$ cat src/rtl/conv_win_sched_pkg.sv
// Package cnn_l1_pkg
// Shared types and elaboration helpers for the layer-1 convolution scheduler.
//   sched_state_t : scheduler FSM states
//   out_dim       : number of valid window positions along one axis
//   addr_w_ok     : checks that an address width covers a whole feature map
package cnn_l1_pkg;

    typedef enum logic [2:0] {
        IDLE,
        LOAD,
        WAIT,
        EMIT,
        DONE
    } sched_state_t;

    // Valid (non-padded) output size along one axis for a KxK kernel.
    function automatic int out_dim(input int img, input int k);
        return img - k + 1;
    endfunction

    // True when 2**addr_w can address every pixel of a w x h map.
    function automatic bit addr_w_ok(input int addr_w, input int w, input int h);
        longint span;
        span = longint'(1) << addr_w;
        return span >= longint'(w) * longint'(h);
    endfunction

endpackage

$ cat src/rtl/conv_win_sched_if.sv
// Interface conv_win_sched_if
// Bundles the scheduler's datapath-facing signals.
//   pix_addr/pix_rd          : pixel buffer read port
//   mac_clr/mac_en/mac_last  : MAC array control strobes
//   out_valid/out_ready      : result handshake, out_row/out_col name the window
// master = scheduler side, slave = pixel buffer / MAC / result consumer side.
interface conv_win_sched_if #(
    parameter int ADDR_W = 10
);

    logic [ADDR_W-1:0] pix_addr;
    logic              pix_rd;
    logic              mac_clr;
    logic              mac_en;
    logic              mac_last;
    logic              out_valid;
    logic              out_ready;
    logic [7:0]        out_row;
    logic [7:0]        out_col;

    modport master (
        output pix_addr, pix_rd, mac_clr, mac_en, mac_last,
        output out_valid, out_row, out_col,
        input  out_ready
    );

    modport slave (
        input  pix_addr, pix_rd, mac_clr, mac_en, mac_last,
        input  out_valid, out_row, out_col,
        output out_ready
    );

endinterface

$ cat src/rtl/conv_win_sched_nest_ctr.sv
// Module conv_nest_ctr
// Two-dimensional wrap counter: inner counts 0..INNER_MAX-1, and on wrap the
// outer counts 0..OUTER_MAX-1. Both wrap back to zero after the last position.
//   clk, rst   : clock, asynchronous active-high reset
//   clr        : synchronous clear to (0,0), wins over inc
//   inc        : advance one position
//   inner/outer: current position
//   inner_wrap : inner is at its final value
//   last       : both inner and outer are at their final values
module conv_nest_ctr #(
    parameter int INNER_MAX = 5,
    parameter int OUTER_MAX = 5,
    parameter int W         = 8
) (
    input  logic         clk,
    input  logic         rst,
    input  logic         clr,
    input  logic         inc,
    output logic [W-1:0] inner,
    output logic [W-1:0] outer,
    output logic         inner_wrap,
    output logic         last
);

    assign inner_wrap = (inner == W'(INNER_MAX - 1));
    assign last       = inner_wrap && (outer == W'(OUTER_MAX - 1));

    // Position register; the final position rolls over to (0,0) so the
    // next pass starts clean without an explicit clear.
    always_ff @(posedge clk or posedge rst) begin
        if (rst) begin
            inner <= '0;
            outer <= '0;
        end else if (clr) begin
            inner <= '0;
            outer <= '0;
        end else if (inc) begin
            if (inner_wrap) begin
                inner <= '0;
                outer <= last ? '0 : outer + W'(1);
            end else begin
                inner <= inner + W'(1);
            end
        end
    end

endmodule

$ cat src/rtl/conv_win_sched.sv
// Module conv_win_sched
// Sequences the layer-1 convolution over one input feature map: walks every
// valid KxK window, issues one pixel read per tap with MAC clear/enable/last,
// waits out the MAC pipeline and offers each result with valid/ready.
//   conv_sched_clk/rst  : clock, asynchronous active-high reset
//   conv_sched_start_i  : start pulse, honoured only when idle
//   conv_sched_abort_i  : synchronous abort back to idle
//   bus (master)        : pixel read port, MAC strobes, result handshake
//   conv_sched_busy_o   : high whenever not idle
//   conv_sched_done_o   : one-cycle pulse after the last result is accepted
module conv_win_sched
    import cnn_l1_pkg::*;
#(
    parameter int IMG_W   = 32,
    parameter int IMG_H   = 32,
    parameter int K       = 5,
    parameter int MAC_LAT = 3,
    parameter int ADDR_W  = 10
) (
    input  logic                    conv_sched_clk,
    input  logic                    conv_sched_rst,
    input  logic                    conv_sched_start_i,
    input  logic                    conv_sched_abort_i,
    conv_win_sched_if.master        bus,
    output logic                    conv_sched_busy_o,
    output logic                    conv_sched_done_o
);

    localparam int OUT_W = out_dim(IMG_W, K);
    localparam int OUT_H = out_dim(IMG_H, K);

    if (!addr_w_ok(ADDR_W, IMG_W, IMG_H)) begin : g_bad_addr_w
        $error("conv_win_sched: ADDR_W too small for IMG_W*IMG_H");
    end
    if (MAC_LAT < 1 || MAC_LAT > 15) begin : g_bad_mac_lat
        $error("conv_win_sched: MAC_LAT must be 1..15");
    end

    sched_state_t      state;
    logic [3:0]        wait_cnt;
    logic              last_win_q;
    logic [ADDR_W-1:0] pix_addr_q;
    logic              pix_rd_q;
    logic              mac_clr_q;
    logic              mac_last_q;
    logic              out_valid_q;
    logic [7:0]        out_row_q;
    logic [7:0]        out_col_q;

    logic [7:0]        tap_kx;
    logic [7:0]        tap_ky;
    logic              tap_kx_wrap;
    logic              tap_last;
    logic [7:0]        win_col;
    logic [7:0]        win_row;
    logic              win_col_wrap;
    logic              win_last;
    logic              issue;
    logic              ctr_clr;
    logic              tap_first;
    logic [ADDR_W-1:0] pix_addr_calc;
    logic              unused_wraps;

    // The tap counter always holds the tap to be issued next, so a tap
    // is issued and the counter advanced on the same edge. The window
    // counter advances as soon as a window's final tap is issued; the
    // window being reported is kept separately in out_row/out_col.
    always_comb begin
        issue = 1'b0;
        if (!conv_sched_abort_i) begin
            case (state)
                IDLE:    issue = conv_sched_start_i;
                LOAD:    issue = !mac_last_q;
                EMIT:    issue = bus.out_ready && !last_win_q;
                default: issue = 1'b0;
            endcase
        end
    end

    assign ctr_clr   = conv_sched_abort_i || (state == DONE);
    assign tap_first = (tap_kx == 8'd0) && (tap_ky == 8'd0);

    conv_nest_ctr #(
        .INNER_MAX (K),
        .OUTER_MAX (K),
        .W         (8)
    ) u_tap_ctr (
        .clk        (conv_sched_clk),
        .rst        (conv_sched_rst),
        .clr        (ctr_clr),
        .inc        (issue),
        .inner      (tap_kx),
        .outer      (tap_ky),
        .inner_wrap (tap_kx_wrap),
        .last       (tap_last)
    );

    conv_nest_ctr #(
        .INNER_MAX (OUT_W),
        .OUTER_MAX (OUT_H),
        .W         (8)
    ) u_win_ctr (
        .clk        (conv_sched_clk),
        .rst        (conv_sched_rst),
        .clr        (ctr_clr),
        .inc        (issue && tap_last),
        .inner      (win_col),
        .outer      (win_row),
        .inner_wrap (win_col_wrap),
        .last       (win_last)
    );

    // Only the combined last flags matter here; the per-axis wraps are
    // sunk so the counters keep one shared port list.
    assign unused_wraps = tap_kx_wrap ^ win_col_wrap;

    assign pix_addr_calc = (ADDR_W'(win_row) + ADDR_W'(tap_ky)) * ADDR_W'(IMG_W)
                         + ADDR_W'(win_col) + ADDR_W'(tap_kx);

    // Scheduler FSM with registered outputs. Strobes default low each
    // cycle; out_valid, busy and the window coordinates hold until a
    // transition changes them, which keeps the result stable under
    // back-pressure. Abort overrides every transition.
    always_ff @(posedge conv_sched_clk or posedge conv_sched_rst) begin
        if (conv_sched_rst) begin
            state             <= IDLE;
            wait_cnt          <= '0;
            last_win_q        <= 1'b0;
            pix_addr_q        <= '0;
            pix_rd_q          <= 1'b0;
            mac_clr_q         <= 1'b0;
            mac_last_q        <= 1'b0;
            out_valid_q       <= 1'b0;
            out_row_q         <= '0;
            out_col_q         <= '0;
            conv_sched_busy_o <= 1'b0;
            conv_sched_done_o <= 1'b0;
        end else if (conv_sched_abort_i) begin
            state             <= IDLE;
            wait_cnt          <= '0;
            last_win_q        <= 1'b0;
            pix_addr_q        <= '0;
            pix_rd_q          <= 1'b0;
            mac_clr_q         <= 1'b0;
            mac_last_q        <= 1'b0;
            out_valid_q       <= 1'b0;
            out_row_q         <= '0;
            out_col_q         <= '0;
            conv_sched_busy_o <= 1'b0;
            conv_sched_done_o <= 1'b0;
        end else begin
            pix_rd_q          <= 1'b0;
            mac_clr_q         <= 1'b0;
            mac_last_q        <= 1'b0;
            conv_sched_done_o <= 1'b0;

            if (issue) begin
                pix_rd_q   <= 1'b1;
                pix_addr_q <= pix_addr_calc;
                mac_clr_q  <= tap_first;
                mac_last_q <= tap_last;
                if (tap_first) begin
                    out_row_q  <= win_row;
                    out_col_q  <= win_col;
                    last_win_q <= win_last;
                end
            end

            case (state)
                IDLE: begin
                    if (conv_sched_start_i) begin
                        state             <= LOAD;
                        conv_sched_busy_o <= 1'b1;
                    end
                end
                LOAD: begin
                    if (mac_last_q) begin
                        state    <= WAIT;
                        wait_cnt <= '0;
                    end
                end
                WAIT: begin
                    if (wait_cnt == 4'(MAC_LAT - 1)) begin
                        state       <= EMIT;
                        out_valid_q <= 1'b1;
                    end else begin
                        wait_cnt <= wait_cnt + 4'd1;
                    end
                end
                EMIT: begin
                    if (bus.out_ready) begin
                        out_valid_q <= 1'b0;
                        if (last_win_q) begin
                            state             <= DONE;
                            conv_sched_done_o <= 1'b1;
                        end else begin
                            state <= LOAD;
                        end
                    end
                end
                DONE: begin
                    state             <= IDLE;
                    conv_sched_busy_o <= 1'b0;
                end
                default: begin
                    state <= IDLE;
                end
            endcase
        end
    end

    assign bus.pix_addr  = pix_addr_q;
    assign bus.pix_rd    = pix_rd_q;
    assign bus.mac_en    = pix_rd_q;
    assign bus.mac_clr   = mac_clr_q;
    assign bus.mac_last  = mac_last_q;
    assign bus.out_valid = out_valid_q;
    assign bus.out_row   = out_row_q;
    assign bus.out_col   = out_col_q;

endmodule

$ cat src/flat_wrapper.sv
// flat-port wrapper written by rule: the top's interface ports become plain ports
module conv_win_sched_flat import cnn_l1_pkg::*;
#(
    parameter int IMG_W   = 32,
    parameter int IMG_H   = 32,
    parameter int K       = 5,
    parameter int MAC_LAT = 3,
    parameter int ADDR_W  = 10
)
  (conv_sched_clk, conv_sched_rst, conv_sched_start_i, conv_sched_abort_i, conv_sched_busy_o, conv_sched_done_o, bus_pix_addr, bus_pix_rd, bus_mac_clr, bus_mac_en, bus_mac_last, bus_out_valid, bus_out_row, bus_out_col, bus_out_ready);
  conv_win_sched_if #(.ADDR_W(ADDR_W)) bus_i ();
  input  logic conv_sched_clk;
  input  logic conv_sched_rst;
  input  logic conv_sched_start_i;
  input  logic conv_sched_abort_i;
  output logic conv_sched_busy_o;
  output logic conv_sched_done_o;
  output wire logic [$bits(bus_i.pix_addr)-1:0] bus_pix_addr;
  output wire logic [$bits(bus_i.pix_rd)-1:0] bus_pix_rd;
  output wire logic [$bits(bus_i.mac_clr)-1:0] bus_mac_clr;
  output wire logic [$bits(bus_i.mac_en)-1:0] bus_mac_en;
  output wire logic [$bits(bus_i.mac_last)-1:0] bus_mac_last;
  output wire logic [$bits(bus_i.out_valid)-1:0] bus_out_valid;
  output wire logic [$bits(bus_i.out_row)-1:0] bus_out_row;
  output wire logic [$bits(bus_i.out_col)-1:0] bus_out_col;
  input wire logic [$bits(bus_i.out_ready)-1:0] bus_out_ready;
  assign bus_pix_addr = bus_i.pix_addr;
  assign bus_pix_rd = bus_i.pix_rd;
  assign bus_mac_clr = bus_i.mac_clr;
  assign bus_mac_en = bus_i.mac_en;
  assign bus_mac_last = bus_i.mac_last;
  assign bus_out_valid = bus_i.out_valid;
  assign bus_out_row = bus_i.out_row;
  assign bus_out_col = bus_i.out_col;
  assign bus_i.out_ready = bus_out_ready;
  conv_win_sched #(.IMG_W(IMG_W), .IMG_H(IMG_H), .K(K), .MAC_LAT(MAC_LAT), .ADDR_W(ADDR_W)) u_core (.conv_sched_clk(conv_sched_clk), .conv_sched_rst(conv_sched_rst), .conv_sched_start_i(conv_sched_start_i), .conv_sched_abort_i(conv_sched_abort_i), .bus(bus_i), .conv_sched_busy_o(conv_sched_busy_o), .conv_sched_done_o(conv_sched_done_o));
endmodule
$ cat config.mk
export PLATFORM = sky130hd
export DESIGN_NAME = conv_win_sched_flat
export DESIGN_NICKNAME = d
export VERILOG_FILES = /design/src/rtl/conv_win_sched_pkg.sv /design/src/rtl/conv_win_sched_if.sv /design/src/rtl/conv_win_sched_nest_ctr.sv /design/src/rtl/conv_win_sched.sv /design/src/flat_wrapper.sv
export SDC_FILE = /design/constraint.sdc
export NUM_CORES = 1
export LEC_CHECK = 0
export ABC_AREA = 1
export BUFFER_PORTS_ARGS = -buffer_cell sky130_fd_sc_hd__buf_2
export CORE_ASPECT_RATIO = 1.2
export CORE_UTILIZATION = 45
export DETAILED_ROUTE_END_ITERATION = 10
export GPL_TIMING_DRIVEN = 0
export PLACE_DENSITY = 0.67
export SYNTH_ARGS = -nofsm -noshare
export SYNTH_HDL_FRONTEND = slang
export SYNTH_SLANG_ARGS = --single-unit
$ cat constraint.sdc
create_clock -name conv_sched_clk -period 7.4 [get_ports conv_sched_clk]
set_input_delay 0.74 -clock conv_sched_clk [delete_from_list [all_inputs] [get_ports conv_sched_clk]]
set_output_delay 0.74 -clock conv_sched_clk [all_outputs]
set_load 0.01 [all_outputs]
# --- After elaboration in Yosys (flattened, before gate mapping) ---
# Index checks and enable logic that the tools add are counted.
op_classes:
  addsub: 8
  reduce_logical: 27
  eq_ne: 14
  n_mux: 55
op_table:
  columns: ["cell", "n"]
  rows:
  - ["two-way mux 8 bit", 20]
  - ["adder 8 x 1 -> 8 bit, second input constant", 4]
  - ["adder 10 x 8 -> 10 bit", 2]
  - ["two-way mux 10 bit", 2]
  - ["two-way mux 1 bit", 19]
  - ["two-way mux 3 bit", 6]
  - ["== test 8 x 3 -> 1 bit, second input constant", 2]
  - ["== test 8 x 5 -> 1 bit, second input constant", 2]
  - ["logical NOT 8 bit", 2]
  - ["two-way mux 4 bit", 3]
  - ["case mux 3 bit (4 select lines)", 1]
  - ["nonzero test 2 bit", 6]
  - ["inequality test 3 bit, second input constant", 3]
  - ["nonzero test 3 bit", 3]
  - ["case mux 4 bit (2 select lines)", 1]
  - ["AND reduction 2 bit", 4]
  - ["== test 3 x 2 -> 1 bit, second input constant", 2]
  - ["inequality test 3 x 2 -> 1 bit, second input constant", 2]
  - ["AND reduction 3 bit", 2]
  - ["adder 5 bit", 1]
  - ["logical AND 1 bit", 5]
  - ["adder 4 x 1 -> 4 bit, second input constant", 1]
  - ["== test 4 x 2 -> 1 bit, second input constant", 1]
  - ["case mux 1 bit (2 select lines)", 2]
  - ["other kinds (7)", 8]
word_totals:
  input_bits: 5
  reg_bits: 72
  wordCells: 120
  out_inout_bits: 33

# --- Logic depth before layout (Yosys ltp) ---
logic_depth:
  ltp_word: 7
  depth_mapped: 13
  depth_no_buf: 13

# --- Modules after synthesis ---
# Synthesis repeated with hierarchy kept, for this count alone.
unflattened:
  cells_unflattened: 609
  area_unflattened_um2: 4605.7
modules_own_cells:
  columns: ["module", "seq_area_each_um2", "cells_each", "instances", "area_each_um2"]
  rows:
  - ["conv_win_sched", 1001.0, 330, 1, 2534.9]
  - ["conv_nest_ctr (u_core.u_tap_ctr)", 400.4, 138, 1, 1036.0]
  - ["conv_nest_ctr (u_core.u_win_ctr)", 400.4, 141, 1, 1034.7]

# --- Worst setup path before layout ---
# Ideal clock, no wire load.
synth_path:
  path_type: "register to register"
  startpoint: "register u_core.u_win_ctr.outer[0]"
  endpoint: "register u_core.pix_addr_q[8] (netlist: u_core.bus.pix_addr[8])"
  required_ps: 7283
  arrival_time_ps: 2469
  period_less_slack_ps: 2586
  stages_incl_launch_ff: 13
  setup_slack_ps: 4814
  n_path_buf: 0
  setup_time_ps: 117
  path_cell_list: "dfrtp_1 ha_1 fa_1 xnor2_1 fa_1 inv_1 ha_1 inv_1 o21bai_1 a21oi_1 nand3b_1 nand3_1 nand2_1"
synth_via:
  elab_chain_cells: 5
synth_rtl:
  columns: ["element", "line", "text"]
  rows:
  - ["from (decl)", "conv_win_sched_nest_ctr.sv:20", "output logic [W-1:0] outer,"]
  - ["from (signal assigned)", "conv_win_sched_nest_ctr.sv:40", "outer <= last ? '0 : outer + W'(1);"]
  - ["adder 5 bit", "conv_win_sched.sv:117", "assign pix_addr_calc = (ADDR_W'(win_row) + ADDR_W'(tap_ky)) * ADDR_W'(IMG_W)"]
  - ["adder 10 x 8 -> 10 bit (2 in series)", "conv_win_sched.sv:118", "+ ADDR_W'(win_col) + ADDR_W'(tap_kx);"]
  - ["two-way mux 10 bit", "conv_win_sched.sv:157", "if (issue) begin"]
  - ["two-way mux 10 bit", "conv_win_sched.sv:138", "end else if (conv_sched_abort_i) begin"]
  - ["to (signal assigned)", "conv_win_sched.sv:159", "pix_addr_q <= pix_addr_calc;"]
  - ["to (decl)", "conv_win_sched.sv:42", "logic [ADDR_W-1:0] pix_addr_q;"]
# No other way between the ends. The select of a mux whose other input is x is not followed.
# A chain may end at the register's enable or synchronous reset.

# --- Worst setup path after layout ---
# Same ends and word-level chain as after synthesis.

==> summary.txt <==
Finish
  • Fraction of layout cells with a size suffix above 1: 13.57%
  • Filler Cells Inserted: 946
  • Finished Layout Cells: 764
  • P&R area growth vs syn: 14.90%
  • Commonest cells after routing, fill and taps aside: nand2_1 (160), dfrtp_1 (72), inv_1 (66), nand3_1 (63), nor2_1 (46)
  • Multi-input gate area: 0.002395 mm2
  • Fin nets: 671
  • Sequential standard cell area: 0.001802 mm2
  • Diodes inserted: 0
  • Most common cell after layout, fill and taps aside: nand2_1

Logic synthesis
  • Synth Flop Type: dfrtp_1
  • EDFF count, synth: 0
  • Average size of a mapped cell: between 7 and 8 um2
  • Sequential share of the synthesized area: 39.66%
  • Library cells used by synthesis: 38
  • Post-Synthesis Cells: between 500 and 600
  • Mapped Nets: 622
  • Flops & latches, synth: 72
  • Synth warn: 0
  • Largest area contributor in the netlist: dfrtp_1
  • Ranking of synthesized cells by area: dfrtp_1 (40%), nand2_1 (13%), nand3_1 (6.9%), ha_1 (6.9%), inv_1 (5.5%)
  • Synth async-reset ratio: between 90% and 100%
  • Post-Syn Area: 0.004543 mm2
  • Yosys top cell area share: 39.66%

Timing
  • Unrepaired setup endpoints after global routing: false
  • Setup TNS Final: 0 ns
  • Final setup viols: 0
  • Worst-Margin Slew: approximately 0.47 ns
  • Slew Viols, Final: 0
  • Crit path time final: 2.844 ns
  • Fmax achieved: 351.6 MHz
  • Slew headroom: approximately 68%
  • Final period util: 38.44%
  • Hold Vio Cnt, Final: 0
  • Worst Skew: 0.007096 ns

Clocking
  • Clk root buf: clkbuf_16
  • CTS clk-pin slew, worst paths: about 0.06 ns
  • CTS tree: done
  • H-tree lvl count: 3
  • Post-CTS Repair Setup Buffers: 0
  • CTS buffer count: 9
  • Max clock buf depth: 2
  • CTS Sinks: 72
  • Hold_buf cts: 0
  • Clk Latency, worst-skew pair: 0.34 ns
  • PostCTS Resize Cnt: 0

Setup path
  • Reg-to-Reg Start: u_core.u_win_ctr.outer[0]
  • RR Endpoint: u_core.bus.pix_addr[8]
  • CP Max Fanout: 6
  • CP startpoint: u_core.u_win_ctr.outer[0]
  • Critical path class: flip-flop to flip-flop
  • R2R Setup Slk: 4.56 ns
  • Critical Path RT: around 7.6 ns
  • Crit path DAT: 3.08 ns
  • Worst setup SP type: flip-flop
  • Worst reg2reg path depth: 12
  • Crit. End Element: flip-flop

Global routing
  • Number of antenna violations at the first check in global routing: 0
  • Total gr overflow: 0
  • GRT Overall Usage: between 20% and 30%
  • Vias in the first global route: 3738
  • Pin count of the biggest net entering global routing: 49
  • Global-route wire length before repair: 18.11 mm

Placed design
  • Routability congestion estimate: 0.9171
  • Final HPWL DP: roughly 8.0 mm
  • Placed cells: 748
  • Buffers on Ports: 37

Route
  • Via count: 3941
  • Wire length per cell: 13.78 um
  • DRT antenna net count: 0
  • Drt first-iter violations: roughly 220
  • Pre-antenna DRT Iters: 4
  • Vias per inst: about 5.2
  • Wirelength, routed: 10.53 mm
  • DR DRC count: 0

Die
  • Starting Density: 47.02%
  • DIE WIDTH: 93.73 um
  • Core Rows: 39
  • Core ar.: 0.009662 mm2
  • Die footprint: 0.01050 mm2
  • Die H: roughly 110 um
  • I/O pins: 38

Power and ir drop
  • Int Pwr: approximately 1.0 mW
  • Clk pwr share: 25.2%
  • Power per Cell Area: 340.5 mW/mm2
  • Switching Share: 42.37%
  • Sequential share of power: 33.5%
  • Logic gate share of total power: 41.3%
  • Leak pwr: 2.790 nW
  • Net Switching: about 750 uW
  • Total Power: 1.777 mW
  • VDD IR max: 0.0001241 V

Status
  • Outcome: finished clean

Job
  • Max-cap violation count: 0

Worst hold path
  • Hold Crit Class: input port to async pin
-- logic make-up after synthesis --
group / count (synthesis) / synth area share [%]
simple gates: 326 / 33.27
buf+inv: 85 / 7.628
flops: 72 / 39.66
compound gates: 55 / 6.693
xor+xnor: 19 / 3.663
fa+ha+maj: 30 / 9.088
-- cell type report --
cell class | instances | area share, %
clock inverter | 5 | 1.055
buffer | 14 | 1.534
multi-input combinational | 430 | 45.88
tap | 123 | 2.948
sequential | 72 | 34.52
inverter | 71 | 5.153
timing repair buffer | 38 | 4.075
clock buffer | 11 | 4.842
-- critical path, stage by stage, from the launching register on --
cell and delay (ns):
dfrtp_1 0.45, ha_1 0.26, fa_1 0.42, xnor2_1 0.17, fa_1 0.50, inv_1 0.04, ha_1 0.32, inv_1 0.11
o21bai_1 0.08, a21oi_1 0.16, nand3b_1 0.10, nand3_1 0.09, nand2_1 0.05
-- cells in the mapped netlist, types with 4 or more instances --
cell / instances
inv_1: 67
xnor2_1: 4
nand2_1: 160
nor3_1: 12
xor2_1: 15
dfrtp_1: 72
nand3_1: 63
buf_2: 7
fa_1: 5
ha_1: 25
nor2_1: 46
o21ai_0: 27
a21oi_1: 13
nand3b_1: 5
nand4_1: 23
o21ai_1: 7
-- power groups by stage --
stage | clock [mW] | sequential [mW] | combinational, mW
2_1_floorplan | 0 | 0.589 | 0.524
3_3_place_gp | 0 | 0.594 | 0.721
3_5_place_dp | 0 | 0.600 | 0.737
4_1_cts | 0.455 | 0.594 | 0.743
5_1_grt | 0.472 | 0.609 | 0.837
6_report | 0.448 | 0.595 | 0.735
-- flip-flops by register name (all words and copies together), names as in the netlist, 4 cells and up --
register,cells
u_core.bus.out_col,8
u_core.bus.out_row,8
u_core.bus.pix_addr,10
u_core.u_tap_ctr.inner,8
u_core.u_tap_ctr.outer,8
u_core.u_win_ctr.inner,8
u_core.u_win_ctr.outer,8
u_core.wait_cnt,4
-- worst max-delay path by stage --
stage,endpoint,slack (ns),depth (start not counted)
after global placement,u_core.u_win_ctr.outer[5],3.89,2
final,u_core.bus.pix_addr[8],4.56,12
after CTS,u_core.bus.pix_addr[8],4.53,12
after detailed placement,u_core.bus.pix_addr[9],4.54,12
after floorplan,u_core.bus.pix_addr[8],4.81,12
after global routing,u_core.bus.pix_addr[9],4.37,12
-- metal layers --
| metal | up-vias | share of wire, % | GRT usage (%) |
|---|---|---|---|
| met5 | - | 0 | 0 |
| met4 | 0 | 2.7 | 10.97 |
| met3 | 16 | 3.8 | 2.575 |
| met2 | 61 | 49 | 36.25 |
| met1 | 1844 | 44 | 28.79 |
| li1 | 2020 | - | - |
-- stage by stage --
stage                     worst slack (ns)  util, %  hold slack, ns  area, um2
final                                4.556    54.03          0.3707       5220
after global routing                 4.368    54.03          0.4151       5220
after CTS                            4.533    54.03          0.3829       5220
after detailed placement             4.544    50.84          0.4654       4912
after global placement               3.894    50.53          0.4587       4882
after floorplan                      4.814        -          0.4928       4543
Note: power is estimated with default switching activity, not from simulation.
